### src/rtl/cnn_layer_sequencer.sv
// Walks the CNN parameter header in the shared parameter RAM and emits one layer
// descriptor per layer (conv first, then dense) over a valid/ready handshake.
module cnn_layer_sequencer #(
    parameter int ADDR_W     = 16,
    parameter int DATA_W     = 16,
    parameter int MAX_LAYERS = 10
) (
    input  logic              clk,
    input  logic              RST,
    input  logic              start,
    output logic [ADDR_W-1:0] ramAddress,
    output logic              readSignal,
    input  logic [DATA_W-1:0] ramDataOut,
    output logic              layerValid,
    input  logic              layerReady,
    output logic              layerIsConv,
    output logic [3:0]        layerIndex,
    output logic [DATA_W-1:0] layerCount,
    output logic [DATA_W-1:0] layerType,
    output logic [ADDR_W-1:0] paramBase,
    output logic [ADDR_W-1:0] biasBase,
    output logic [DATA_W-1:0] filterSize,
    output logic              busy,
    output logic              done,
    output logic              error
);

    typedef enum logic [3:0] {
        IDLE, RD_HDR, RD_CONV, CALC, EMIT_CONV, CHECK, RD_DENSE, EMIT_DENSE, FINISH, ERR
    } state_t;

    state_t            r_state;
    state_t            w_next;
    logic              r_phase;
    logic [1:0]        r_word;
    logic [3:0]        r_index;
    logic              r_denseMode;
    logic [DATA_W-1:0] r_fs;
    logic [DATA_W-1:0] r_layers;
    logic [ADDR_W-1:0] r_denseOff;
    logic [ADDR_W-1:0] r_ptr;
    logic [DATA_W-1:0] r_count;
    logic [DATA_W-1:0] r_type;
    logic [ADDR_W-1:0] r_paramBase;
    logic [ADDR_W-1:0] r_biasBase;
    logic              r_isConv;
    logic              r_error;

    logic              w_reading;
    logic              w_lastWord;
    logic              w_wordDone;
    logic              w_badCount;
    logic              w_lastConv;
    logic              w_lastDense;
    logic [ADDR_W-1:0] w_layersA;
    logic [ADDR_W-1:0] w_idxA;
    logic [ADDR_W-1:0] w_rdAddr;
    logic [ADDR_W-1:0] w_countA;
    logic [ADDR_W-1:0] w_convSpan;
    logic [ADDR_W-1:0] w_denseSpan;

    assign w_reading   = (r_state == RD_HDR) || (r_state == RD_CONV) || (r_state == RD_DENSE);
    assign w_lastWord  = (r_state == RD_HDR) ? (r_word == 2'd3) : (r_word == 2'd1);
    assign w_wordDone  = w_reading && r_phase && w_lastWord;
    assign w_badCount  = (r_layers == '0) || (r_layers > DATA_W'(MAX_LAYERS));
    assign w_lastConv  = (DATA_W'(r_index) + DATA_W'(1)) == r_layers;
    assign w_lastDense = (DATA_W'(r_index) + DATA_W'(2)) == r_layers;
    assign w_layersA   = ADDR_W'(r_layers);
    assign w_idxA      = ADDR_W'(r_index);
    assign w_countA    = ADDR_W'(r_count);
    assign w_convSpan  = ADDR_W'(r_count * r_fs * r_fs);
    assign w_denseSpan = ADDR_W'(r_count * r_type);

    always_ff @(posedge clk) begin
        if (RST) r_state <= IDLE;
        else     r_state <= w_next;
    end

    always_comb begin
        w_next   = r_state;
        w_rdAddr = '0;
        case (r_state)
            IDLE:       if (start) w_next = RD_HDR;
            RD_HDR: begin
                w_rdAddr = ADDR_W'(r_word);
                if (w_wordDone) w_next = w_badCount ? ERR : RD_CONV;
            end
            RD_CONV: begin
                w_rdAddr = ADDR_W'(4) + w_idxA + (r_word[0] ? w_layersA : '0);
                if (w_wordDone) w_next = CALC;
            end
            RD_DENSE: begin
                // Dense pairs follow the two conv tables: 4 + 2L + 2j (+1 for W)
                w_rdAddr = ADDR_W'(4) + (w_layersA << 1) + (w_idxA << 1) + ADDR_W'(r_word[0]);
                if (w_wordDone) w_next = CALC;
            end
            CALC:       w_next = r_denseMode ? EMIT_DENSE : EMIT_CONV;
            EMIT_CONV:  if (layerReady) w_next = w_lastConv ? CHECK : RD_CONV;
            CHECK: begin
                if (r_ptr != r_denseOff)     w_next = ERR;
                else if (r_layers == 'd1)    w_next = FINISH;
                else                         w_next = RD_DENSE;
            end
            EMIT_DENSE: if (layerReady) w_next = w_lastDense ? FINISH : RD_DENSE;
            FINISH:     w_next = IDLE;
            ERR:        w_next = IDLE;
            default:    w_next = IDLE;
        endcase
    end

    always_ff @(posedge clk) begin
        if (RST) begin
            r_phase     <= 1'b0;
            r_word      <= '0;
            r_index     <= '0;
            r_denseMode <= 1'b0;
            r_fs        <= '0;
            r_layers    <= '0;
            r_denseOff  <= '0;
            r_ptr       <= '0;
            r_count     <= '0;
            r_type      <= '0;
            r_paramBase <= '0;
            r_biasBase  <= '0;
            r_isConv    <= 1'b0;
            r_error     <= 1'b0;
        end else begin
            if (w_next == ERR) r_error <= 1'b1;
            case (r_state)
                IDLE: if (start) begin
                    r_error     <= 1'b0;
                    r_phase     <= 1'b0;
                    r_word      <= '0;
                    r_index     <= '0;
                    r_denseMode <= 1'b0;
                end
                RD_HDR, RD_CONV, RD_DENSE: begin
                    r_phase <= ~r_phase;
                    if (r_phase) begin
                        r_word <= w_lastWord ? 2'd0 : r_word + 2'd1;
                        if (r_state == RD_HDR) begin
                            case (r_word)
                                2'd0:    r_fs       <= ramDataOut;
                                2'd1:    r_layers   <= ramDataOut;
                                2'd2:    r_ptr      <= ADDR_W'(ramDataOut);
                                default: r_denseOff <= ADDR_W'(ramDataOut);
                            endcase
                        end else if (r_word == 2'd0) begin
                            r_count <= ramDataOut;
                        end else begin
                            r_type <= ramDataOut;
                        end
                    end
                end
                CALC: begin
                    r_isConv <= ~r_denseMode;
                    if (r_denseMode) begin
                        r_biasBase  <= r_ptr;
                        r_paramBase <= r_ptr + w_countA;
                        r_ptr       <= r_ptr + w_countA + w_denseSpan;
                    end else begin
                        r_paramBase <= r_ptr;
                        r_biasBase  <= r_ptr + w_convSpan;
                        r_ptr       <= r_ptr + w_convSpan + w_countA;
                    end
                end
                EMIT_CONV:  if (layerReady) r_index <= w_lastConv ? 4'd0 : r_index + 4'd1;
                CHECK:      r_denseMode <= 1'b1;
                EMIT_DENSE: if (layerReady) r_index <= r_index + 4'd1;
                default: ;
            endcase
        end
    end

    assign ramAddress  = (w_reading && !r_phase) ? w_rdAddr : '0;
    assign readSignal  = w_reading && !r_phase;
    assign layerValid  = (r_state == EMIT_CONV) || (r_state == EMIT_DENSE);
    assign layerIsConv = r_isConv;
    assign layerIndex  = r_index;
    assign layerCount  = r_count;
    assign layerType   = r_type;
    assign paramBase   = r_paramBase;
    assign biasBase    = r_biasBase;
    assign filterSize  = r_fs;
    assign busy        = (r_state != IDLE) && (r_state != FINISH) && (r_state != ERR);
    assign done        = (r_state == FINISH) || (r_state == ERR);
    assign error       = r_error;

endmodule
### config.mk
export PLATFORM = sky130hd
export DESIGN_NAME = cnn_layer_sequencer
export DESIGN_NICKNAME = d
export VERILOG_FILES = /design/src/rtl/cnn_layer_sequencer.sv
export SDC_FILE = /design/constraint.sdc
export NUM_CORES = 1
export LEC_CHECK = 0
export CORE_MARGIN = 1.5
export CORE_UTILIZATION = 57
export CTS_CLUSTER_DIAMETER = 80
export CTS_CLUSTER_SIZE = 24
export DETAILED_ROUTE_END_ITERATION = 7
export PLACE_DENSITY = 0.91
export SLEW_MARGIN = 5
export SYNTH_ARGS = -nofsm -noshare
export SYNTH_HDL_FRONTEND = slang
export SYNTH_SLANG_ARGS = --single-unit
### constraint.sdc
create_clock -name clk -period 10.2 [get_ports clk]
set_input_delay 1.02 -clock clk [delete_from_list [all_inputs] [get_ports clk]]
set_output_delay 1.02 -clock clk [all_outputs]
set_load 0.01 [all_outputs]
-- Word level (Yosys, flattened, before mapping)
Index checks and enable logic that the tools add are counted.
- register bits: 142
- bits of input ports: 20
- output and inout bits: 106
- bitwise operators: 5
- $add $sub $neg: 13
- multipliers: 3
- equal/unequal tests: 25
- multiplexer cells: 38
- $lt $le $gt $ge: 1
- reduce and logical (&&, ||, !) cells: 32
- operator list (operator ; count):
    16-bit 2-to-1 mux ; 8
    16-bit adder ; 4
    4-bit 2-to-1 mux ; 13
    16-bit by 16-bit multiplier with 16-bit output ; 3
    16-bit one-hot mux with 3 select lines ; 1
    5-bit by 16-bit == test with 1-bit output ; 2
    16-bit one-hot mux with 2 select lines ; 1
    4-bit one-hot mux with 7 select lines ; 1
    4-bit AND reduction ; 7
    16-bit by 1-bit adder with 16-bit output ; 1
    16-bit by 5-bit adder with 16-bit output ; 1
    3-bit by 16-bit adder with 16-bit output, first input constant ; 1
    5-bit by 16-bit adder with 16-bit output ; 1
    16-bit by 1-bit == test with 1-bit output, second input constant ; 1
    4-bit by 3-bit == test with 1-bit output, second input constant ; 4
    16-bit by 4-bit > comparator with 1-bit output, second input constant ; 1
    16-bit logical NOT ; 1
    16-bit != test ; 1
    4-bit == test, second input constant ; 3
    4-bit one-hot mux with 3 select lines ; 1
    2-bit != test, second input constant ; 5
    4-bit by 2-bit == test with 1-bit output, second input constant ; 2
    2-bit 2-to-1 mux ; 4
    4-bit != test, second input constant ; 2
    other kinds (26) ; 48

-- Depth between registers and ports, before layout
Gate-level depths: netlist of run 1.
- depth in word-level cells: 11
- mapped depth: 46
- depth with buffers taken out: 44

-- Worst setup path before layout of run 1
Ideal clock, no wire load.
- path type: reg-to-reg
- start point: register r_count[1], in the netlist layerCount[1]
- end point: register r_ptr[15]
- stages on the path, launching flop included: 41
- arrival: 10.762 ns
- setup time: 0.137 ns
- clock period less this slack: 10.899 ns
- path slack: -0.699 ns
- cells stage by stage: dfxtp_1 > clkbuf_1 > clkbuf_1 > nand2_1 > fa_1 > inv_1 > fa_1 > ha_1 > inv_1 > fa_1 > fa_1 > fa_1 > inv_1 > ha_1 > and3_1 > a22oi_1 > a211oi_1 > or4_1 > (+5 left out) > inv_1 > fa_1 > inv_1 > fa_1 > fa_1 > xnor2_1 > xnor2_1 > xnor2_1 > xnor2_1 > xnor3_1 > xnor2_1 > xnor2_1 > xnor3_1 > xnor3_2 > xnor2_1 > nor2_1 > a211oi_1 > a2111oi_2
- longest elaborated chain between the ends: 6
- RTL lines (item ; RTL line ; source):
    start: declaration ; 42 ; logic [DATA_W-1:0] r_count;
    start signal: assignment ; 149 ; r_count <= ramDataOut;
    16-bit by 16-bit multiplier with 16-bit output (2 in series) ; 71 ; assign w_convSpan = ADDR_W'(r_count * r_fs * r_fs);
    16-bit adder (2 in series) ; 164 ; r_ptr <= r_ptr + w_convSpan + w_countA;
    16-bit 2-to-1 mux * ; 157 ; if (r_denseMode) begin
    16-bit one-hot mux with 2 select lines * ; 129 ; case (r_state)
    end signal: assignment ; 145 ; 2'd2: r_ptr <= ADDR_W'(ramDataOut);
    end signal: assignment ; 160 ; r_ptr <= r_ptr + w_countA + w_denseSpan;
    end signal: assignment ; 164 ;
    end: declaration ; 41 ; logic [ADDR_W-1:0] r_ptr;
Every way passes the cells marked *; elsewhere a longest branch is shown, timed or not.
A chain may end at the register's enable or synchronous reset.

-- Worst setup path in the final report of run 1
- start point: register r_count[4], in the netlist layerCount[4]
- end point: register r_ptr[13]
Same word-level chain as after synthesis.

==> metrics, run 1 <==
status=complete, but fails checks; failing checks=negative setup slack; synth cell count leaders=444 x nand2_1, 420 x inv_1, 272 x fa_1, 207 x ha_1, 176 x a21oi_1; die span in y=195 µm; initial antenna violation count=1; Slew headroom=16.6%; final core occ=67.3%; Num CTS Buffers=17; later-pin clock latency in the skew report=0.45 ns; Post-Syn Nets=just over 3k; WS Path Type=reg2reg; Chip Width=195 µm; met2 global-route usage=58.4%; Synthesis Warnings=0; Vias=19.5k; cell mode on critical path=fa_1; Reg clk slew, reported paths=0.07 ns; H-tree Lvls=4; CP startpoint kind=register; layout cells sized above 1=10.3%; global routing usage on met3=9.16%; hpwl dp=roughly 50000 µm; CP max-delay cell=fa_1; CP required=10.51 ns; total wire length=68900 µm; GPL Wtd Cong=between 0.9 and 1; Slew Limit Fails=0; Netlist cell types=64; Post-synth top flop=dfxtp_1; pwr dens=53.3 nW/µm²; met1 usage=41.2%; global route hottest layer=met2; GR Util All Layers=36.3%; fin crit share=105%; hold slack=0.465 ns; max incr delay on CP=0.59 ns; CTS root buf=clkbuf_16; Final Hold Vio Count=0; Vias/cell=6.05; arrival time worst endpoint=11.03 ns; reg-to-reg startpoint=layerCount[4]$_SDFFE_PP0P_; Seq/Total Area, Yosys=a little over an eighth; die area=roughly 38000 µm²; I/O pins=126; unrepaired setup endpoints after global routing=yes; CP Capture Type=register; top-count cell post-synth=nand2_1; number of DRC markers in iteration 0=2319; Synth top area share=between 20% and 30%; critical path peak fanout=4; global-route wire length before repair=107000 µm; Total Nets Final=about 3.2k; antenna viol nets, final=0; Tightest Pin Transition=between 1 and 1.5 ns; area of the mapped netlist=21000 µm²; n_diodes=0; fmax=0.0932 GHz; hold buffers post-CTS=0; Worst Clk Skew=0.0133 ns; core area=approximately 36000 µm²; Avg Cell Area, Syn=~8.1 µm²; number of flops mapped to enable cells by yosys=0; number of global-route vias before repair=20.6k; total grt overflow=0; Hold Crit Start=paramBase[8]$_SDFFE_PP0P_; Final Critical Period=10.72 ns; initial core utilization=57.6%; Detailed Routing Iterations Pass 1=7; # DRC=0; Synth Instances=2594; Filler cells=2529; row cnt=70; worst vdd ir=0.125 mV; CP Launch Point=layerCount[4]$_SDFFE_PP0P_; Max Cap Viol=0; top post-synthesis cells by area=fa_1 26%, dfxtp_1 14%, ha_1 12%; Clock Sinks=between 100 and 150; Layout area overhead=17.0%; Synth async-reset ratio=0%; CTS tree=built; post-DR wirelength/cell=21.4 µm; Final Setup Violations=5; setup ws final=-0.524 ns; CTS max path bufs=2; Port-buffer cells=125; pin count of the biggest net entering global routing=74; cell taking the most area after synthesis=fa_1; worst hold path class=reg2reg; #FFs+latches synth=142; leak pwr=about 11 nW
==> cells in the final DEF (no fill, tap or decap), types with 19 or more instances in the layout <==
| master | count |
|---|---|
| fa_1 | 268 |
| clkdlybuf4s50_1 | 124 |
| nor2_1 | 124 |
| nor3_1 | 27 |
| ha_1 | 194 |
| buf_4 | 137 |
| a211oi_1 | 31 |
| xor2_1 | 59 |
| and2_1 | 165 |
| xnor2_1 | 111 |
| a21o_1 | 27 |
| mux2i_1 | 25 |
| and3_1 | 19 |
| o21ai_0 | 22 |
| dfxtp_1 | 126 |
| nand2_1 | 441 |
| inv_1 | 404 |
| a21oi_1 | 170 |
==> sequential cells by signal (all words and copies together) (netlist names) <==
| signal | count |
|---|---|
| biasBase | 16 |
| error | 1 |
| filterSize | 16 |
| layerCount | 16 |
| layerIndex | 4 |
| layerIsConv | 1 |
| layerType | 16 |
| paramBase | 16 |
| r_denseMode | 1 |
| r_denseOff | 16 |
| r_layers | 16 |
| r_phase | 1 |
| r_ptr | 16 |
| r_state | 4 |
| r_word | 2 |
==> kinds of logic after synthesis <==
kind of cell	count (synthesis)	synth area share, %
buffers and inverters	561	10.1
adders and majority gates	479	38.3
AOI/OAI and AO/OA	344	9.99
DFF	142	13.6
xor gates and xnor gates	187	8.21
muxes	30	1.46
and+or+nand+nor	851	18.4
==> critical path: cells and delay by family, from the launching register on <==
| kind | cells | cell delay (ns) |
|---|---|---|
| buffers and inverters | 16 | 1.33 |
| XOR/XNOR | 3 | 0.45 |
| AO/OA/AOI/OAI | 4 | 1.07 |
| AND/OR/NAND/NOR | 6 | 0.86 |
| flip-flops | 1 | 0.36 |
| adder cells (fa/ha/maj) | 15 | 6.50 |
==> what timing repair did <==
action	4_1_cts	5_1_grt
buffers inserted	15	17
pin swaps	48	44
gates resized for setup	69	51
endpoints found under the setup margin	5	7
==> report_power, final <==
group	leakage (nW)	total (mW)	internal, mW	switching, mW
Sequential	1.16	0.560	0.554	0.00538
Combinational	9.92	0.0874	0.0274	0.0600
Clock	0.282	0.661	0.389	0.272
==> metrics by stage <==
step / area (µm²) / setup WS [ns] / std cells / power [mW] / TNS, ns
finish: 24500 / -0.524 / 3224 / 1.31 / -1.68
global route: 24500 / -0.843 / 3224 / 1.33 / -3.34
CTS: 24200 / -0.0805 / 3207 / 1.29 / -0.0805
detailed placement: 23200 / -0.493 / 3160 / 0.653 / -1.03
global placement: 23200 / -0.169 / 3160 / 0.651 / -0.169
floorplan: 21000 / 0.0118 / 2594 / 0.609 / 0
==> worst paths after layout <==
check                               to  slack, ns  cells past startpoint
max reg2reg     r_ptr[13]$_SDFFE_PP0P_      -0.52                     44
min          paramBase[8]$_SDFFE_PP0P_       0.47                      2
max             r_ptr[13]$_SDFFE_PP0P_      -0.52                     44
min reg2reg  paramBase[8]$_SDFFE_PP0P_       0.47                      2
==> area by class of cell <==
| class | instances | area (µm²) | share of cell area, % |
|---|---|---|---|
| multi-input cells | 1891 | 16500 | 67.1 |
| flip-flops and latches | 142 | 2890 | 11.8 |
| repair buffers | 270 | 2390 | 9.74 |
| inverters | 421 | 1590 | 6.47 |
| well taps | 468 | 586 | 2.39 |
| clock buffers | 18 | 429 | 1.75 |
| clock inverters | 14 | 183 | 0.745 |
==> per-layer routing <==
| metal | wire length (µm) | vias to the layer above |
|---|---|---|
| li1 | - | 8368 |
| met1 | 23100 | 9198 |
| met2 | 31200 | 1428 |
| met3 | 8450 | 519 |
| met4 | 6130 | 0 |
| met5 | 0 | - |
(Power assumes the default switching activity.)
==> run 2, diff against run 1 <==
- RECOVER_POWER: not set -> 50
- REMOVE_ABC_BUFFERS: not set -> 1
==> metrics, run 2 (synthesis gave the netlist of run 1 again) <==
antenna viol nets, final=0 (unchanged); initial antenna violation count=0 (-1); CTS max path bufs=2 (unchanged); setup TNS=-0.248 ns (+1.43 ns); worst vdd ir=0.119 mV (-4.2%); CP Capture Type=register; total wire length=67700 µm (-1.8%); pin count of the biggest net entering global routing=94 (+27%); unrepaired setup endpoints after global routing=yes; I/O pins=126 (unchanged); Total Nets Final=3266 (+0.74%); Seq. cell area=2880 µm² (-0.22%); Vias/cell=5.99 (-0.98%); Slew headroom=-118% (-130 points); cell mode on critical path=fa_1; pwr dens=56.4 nW/µm² (+5.8%); H-tree Lvls=4 (unchanged); reg2reg setup slack=-0.18 ns (+0.34 ns); global-route wire length before repair=106000 µm (-0.74%); hpwl dp=49700 µm (-1.1%); Worst Clk Skew=0.0150 ns (+0.00172 ns); Post-Place Setup Slack=-0.845 ns (-0.352 ns); Num CTS Buffers=17 (unchanged); final core occ=68.0% (+0.64 points); Reg clk slew, reported paths=0.07 ns (about the same); fmax=0.0963 GHz (+3.3%); CP startpoint kind=register; Final Critical Period=10.38 ns (-0.344 ns); Slew Limit Fails=101 (+101); Tightest Pin Transition=3.27 ns (+2.02 ns); Clock Sinks=142 (unchanged); WS Path Type=reg2reg; core area=36400 µm² (unchanged); Pwr Total=1.40 mW (+6.8%); CTS root buf=clkbuf_16; die area=38000 µm² (unchanged); failing checks=max-capacitance violations, max-slew violations, negative setup slack; worst hold path class=reg2reg; layout cells sized above 1=10.8% (+0.52 points); leak pwr=11.6 nW (+2.5%); Layout area overhead=18.1%; Port-buffer cells=125 (unchanged); Chip Width=195 µm (unchanged); number of DRC markers in iteration 0=2026 (-13%); Final Setup Violations=4 (-1); Filler cells=2566 (+1.5%); combinational power share=6.1% (-0.6 points); Net Sw Frac=24.6% (-1.2 points); fin crit share=102% (-3.4 points); CP max-delay cell=fa_1; Detailed Routing Iterations Pass 1=6 (-1); row cnt=70 (unchanged); total grt overflow=0 (unchanged); number of global-route vias before repair=20.6k (-0.044%); die span in y=195 µm (unchanged); critical path's top delay family=adder cells; max incr delay on CP=0.57 ns (-0.02 ns); post-DR wirelength/cell=20.8 µm (-2.6%); hold slack=0.459 ns (-0.00589 ns); GPL Wtd Cong=0.987 (+2.9%); hold buffers post-CTS=0 (unchanged); most common cell after layout, fill and taps aside=nand2_1; most frequent cells in the layout=443 x nand2_1, 402 x inv_1, 270 x fa_1, 197 x ha_1, 168 x a21oi_1; setup ws final=-0.180 ns (+0.344 ns); CTS tree=built; Buf+Inv Stages, Crit Path=8 (-8); Final Hold Vio Count=0 (unchanged); GR Util All Layers=35.7% (-0.56 points); critical path peak fanout=4 (unchanged); status=complete, but fails checks; later-pin clock latency in the skew report=0.46 ns (about the same); Multi-input gate area=16400 µm² (-0.25%); Vias=19.5k (-0.22%); # DRC=0 (unchanged); initial core utilization=57.6% (unchanged); CP required=10.55 ns (+0.04 ns); Switch Pwr=0.344 mW (+2.0%); Reg power frac=40.1% (-2.7 points); Clk pwr share=53.8% (+3.3 points); Max Cap Viol=2 (+2); arrival time worst endpoint=10.73 ns (-0.30 ns); Int Pwr=1.05 mW (+8.5%)
## run 2: cell types whose count changed in the layout (fill, tap and decap cells not counted), moves of 3 or more
cell | previous run | this run
clkdlybuf4s50_1 | 124 | 82
dlygate4sd3_1 | 0 | 42
buf_4 | 137 | 153
xnor2_2 | 10 | 3
clkinvlp_4 | 6 | 1
buf_6 | 7 | 11
xnor2_1 | 111 | 115
a21oi_2 | 4 | 7
bufinv_16 | 3 | 6
ha_1 | 194 | 197
inv_2 | 14 | 17
xnor2_4 | 0 | 3
## run 2: worst register-to-register path: cells and delay by family, from the launching register on
kind | cells | cell delay [ns]
buf+inv | 8 | 0.63
flops | 1 | 0.36
simple gates | 3 | 0.34
fa+ha+maj | 13 | 6.01
xor+xnor | 11 | 2.14
compound gates | 4 | 0.81
## run 2: through the flow
step,area (µm²),cells
2_1_floorplan,20400,2454
3_3_place_gp,23400,3194
3_5_place_dp,23400,3194
4_1_cts,24500,3239
5_1_grt,24800,3248
6_report,24800,3249
## run 2: metal layers
metal	share of wire (%)	GRT usage (%)	vias to the layer above
met5	0	0	-
met4	6.7	21.5	0
met3	12	7.98	381
met2	46	59.2	1301
met1	35	42.5	9362
li1	-	-	8427
## run 2: layout make-up
cell class | instances | share of cell area [%]
inverter | 421 | 6.39
sequential | 142 | 11.6
tap | 468 | 2.36
timing repair buffer | 294 | 10.5
clock inverter | 14 | 1.02
antenna | 1 | 0.0101
clock buffer | 18 | 1.77
multi-input combinational | 1891 | 66.3
## run 2: timing repair
action,4_1_cts,5_1_grt
setup endpoints to repair,6,6
resized for setup,66,63
buffers inserted,12,9
gates cloned,1,0
pin swaps,39,31
## run 2: worst paths after layout
kind | start | to | cells past startpoint
max | layerCount[7]$_SDFFE_PP0P_ | r_ptr[15]$_SDFFE_PP0P_ | 39
min | paramBase[6]$_SDFFE_PP0P_ | paramBase[6]$_SDFFE_PP0P_ | 2
max reg2reg | layerCount[7]$_SDFFE_PP0P_ | r_ptr[15]$_SDFFE_PP0P_ | 39
min reg2reg | paramBase[6]$_SDFFE_PP0P_ | paramBase[6]$_SDFFE_PP0P_ | 2
## run 2: power by group through the flow
| stage | combinational (mW) | sequential (mW) | clock [mW] |
|---|---|---|---|
| finish | 0.0854 | 0.560 | 0.752 |
| global route | 0.0885 | 0.560 | 0.775 |
| CTS | 0.0810 | 0.560 | 0.751 |
| detailed placement | 0.0784 | 0.574 | 0 |
| global placement | 0.0770 | 0.574 | 0 |
| floorplan | 0.0213 | 0.577 | 0 |
==> variant: new RTL, settings of run 1 <==
`DATA_W`: 16 -> 32.
--- a/src/rtl/cnn_layer_sequencer.sv
+++ b/src/rtl/cnn_layer_sequencer.sv
@@ -3,5 +3,5 @@
 module cnn_layer_sequencer #(
     parameter int ADDR_W     = 16,
-    parameter int DATA_W     = 16,
+    parameter int DATA_W     = 32,
     parameter int MAX_LAYERS = 10
 ) (
Ports: changed (resized filterSize, layerCount, layerType and ramDataOut); port bits go from 126 to 190. No check against the original RTL was run, so the function may have changed too.
==> variant against run 1 <==
- design area increased by 13%
- fmax shrank 5.3%
- wire length rose by 13%
- critical endpoint is now r_ptr[15]
- the run still ends with setup timing left
- sequential cell count grew 64
- global-route usage shrank 1.1 points
- largest cell class unchanged
- worst setup slack worse by 0.60 ns
- synthesized area grew 11%
Power is not compared: it rests on default switching activity, and its combinational part moved more than twofold at a synthesized area within 25%.
==> variant: results (changes against run 1) <==
status=finished, violations left; failing checks=setup timing; DP Area=26500 um^2 (+14%); Synth cell types=65 (+1.6%); Crit path largest cell delay=0.62 ns (+0.03 ns); syn_area_per_cell=8.01 um^2 (-0.88%); share of layout cells above drive strength 1=9.90% (-0.37 points); NumNets Final=3627 (+12%); Initial DRC Count=2360 (+1.8%); Port Buffer Count=189 (+51%); fillers=2761 (+9.2%); Critical Path Fanout Max=6 (+2); worst IR drop on VDD=0.110 mV; Clk pin slew, worst setup/hold paths=0.11 ns (+0.04 ns); Highest Signal Layer=met5; critical hold path startpoint=layerType[19]; Setup Viol. Count Final=8 (+3); initial antenna violation count=2 (+1); first-pass GRT wire length=115000 um (+8.0%); number of global-route vias before repair=22100 (+7.4%); final core occ=68.9% (+1.6 points); r2r endpoint=r_ptr[15]; Metal-1 WL=26300 um (+14%); depth of the worst register-to-register path=38 (-14%); WL/cell=21.4 um (about the same); metal3 WL=9430 um (+12%); post-DP HPWL=53400 um (+6.2%); sequential share of the synthesized area=17.6% (+4.1 points); largest net degree at the start of global routing=96 (+30%); DR WL met2=35000 um (+12%); DR vias/cell=6.03 (-0.40%); Least-Margin Pin Slew=1.18 ns (-0.0700 ns); clk root buf=clkbuf_16; GP Congestion=0.944 (-1.5%); total length of routed wires=77800 um (+13%); All-Layer GR Usage=35.2% (-1.1 points); Synthesized Nets=3438 (+11%); Synth area leaders=fa_1 23%, dfxtp_1 18%, ha_1 12%; Final WS setup=-1.12 ns (-0.600 ns); skew final=0.0218 ns (+0.00850 ns); Worst Hold Path EP=layerType[19]; CTS buffer count=14 (-3); leading cell types by count after synthesis=598 x nand2_1, 417 x inv_1, 271 x fa_1, 238 x a21oi_1, 215 x ha_1
## variant: logic make-up (layout without fill, tap and decap cells)
family	count (synthesis)	in the layout	synth area share (%)
xor gates and xnor gates	184	184	7.20
muxes	25	25	1.09
adders and majority gates	486	486	34.7
buffers and inverters	582	778	9.37
AOI/OAI and AO/OA	400	400	10.2
and+or+nand+nor	1033	1033	19.7
DFF	206	206	17.6
## variant: power groups by stage
stage	logic (mW)	clock network, mW	registers (mW)
finish	0.389	0.633	0.864
global route	0.411	0.655	0.866
CTS	0.368	0.633	0.860
detailed placement	0.360	0	0.880
global placement	0.353	0	0.879
floorplan	0.206	0	0.870
## variant: repair_timing
| item | in CTS | in global routing |
|---|---|---|
| endpoints found under the setup margin | 6 | 9 |
| gates resized for setup | 35 | 79 |
| setup buffers | 9 | 13 |
| pin swaps | 35 | 52 |
## variant: cell type report
cell class / instances / area share [%]
Inverter: 418 / 5.68
Clock inverter: 7 / 0.335
Multi-Input combinational cell: 2128 / 64.2
Tap cell: 525 / 2.38
Sequential cell: 206 / 15.1
Clock buffer: 16 / 1.37
Timing Repair Buffer: 337 / 11.0
## variant: worst reg2reg max path: cells and delay by family, from the launching register on
kind	cells	cell delay, ns
and+or+nand+nor	5	0.99
adders and majority gates	15	6.81
DFF	1	0.44
AOI/OAI and AO/OA	2	0.19
buffers and inverters	6	0.53
xor gates and xnor gates	10	2.21
## variant: stage by stage
step / setup TNS, ns / hold WS (ns) / setup WS, ns
after floorplan: -0.299 / 0.436 / -0.222
after global placement: -0.619 / 0.440 / -0.239
after detailed placement: -1.74 / 0.446 / -0.480
after CTS: -1.22 / 0.458 / -0.474
after global routing: -5.61 / 0.476 / -1.24
final: -3.80 / 0.457 / -1.12
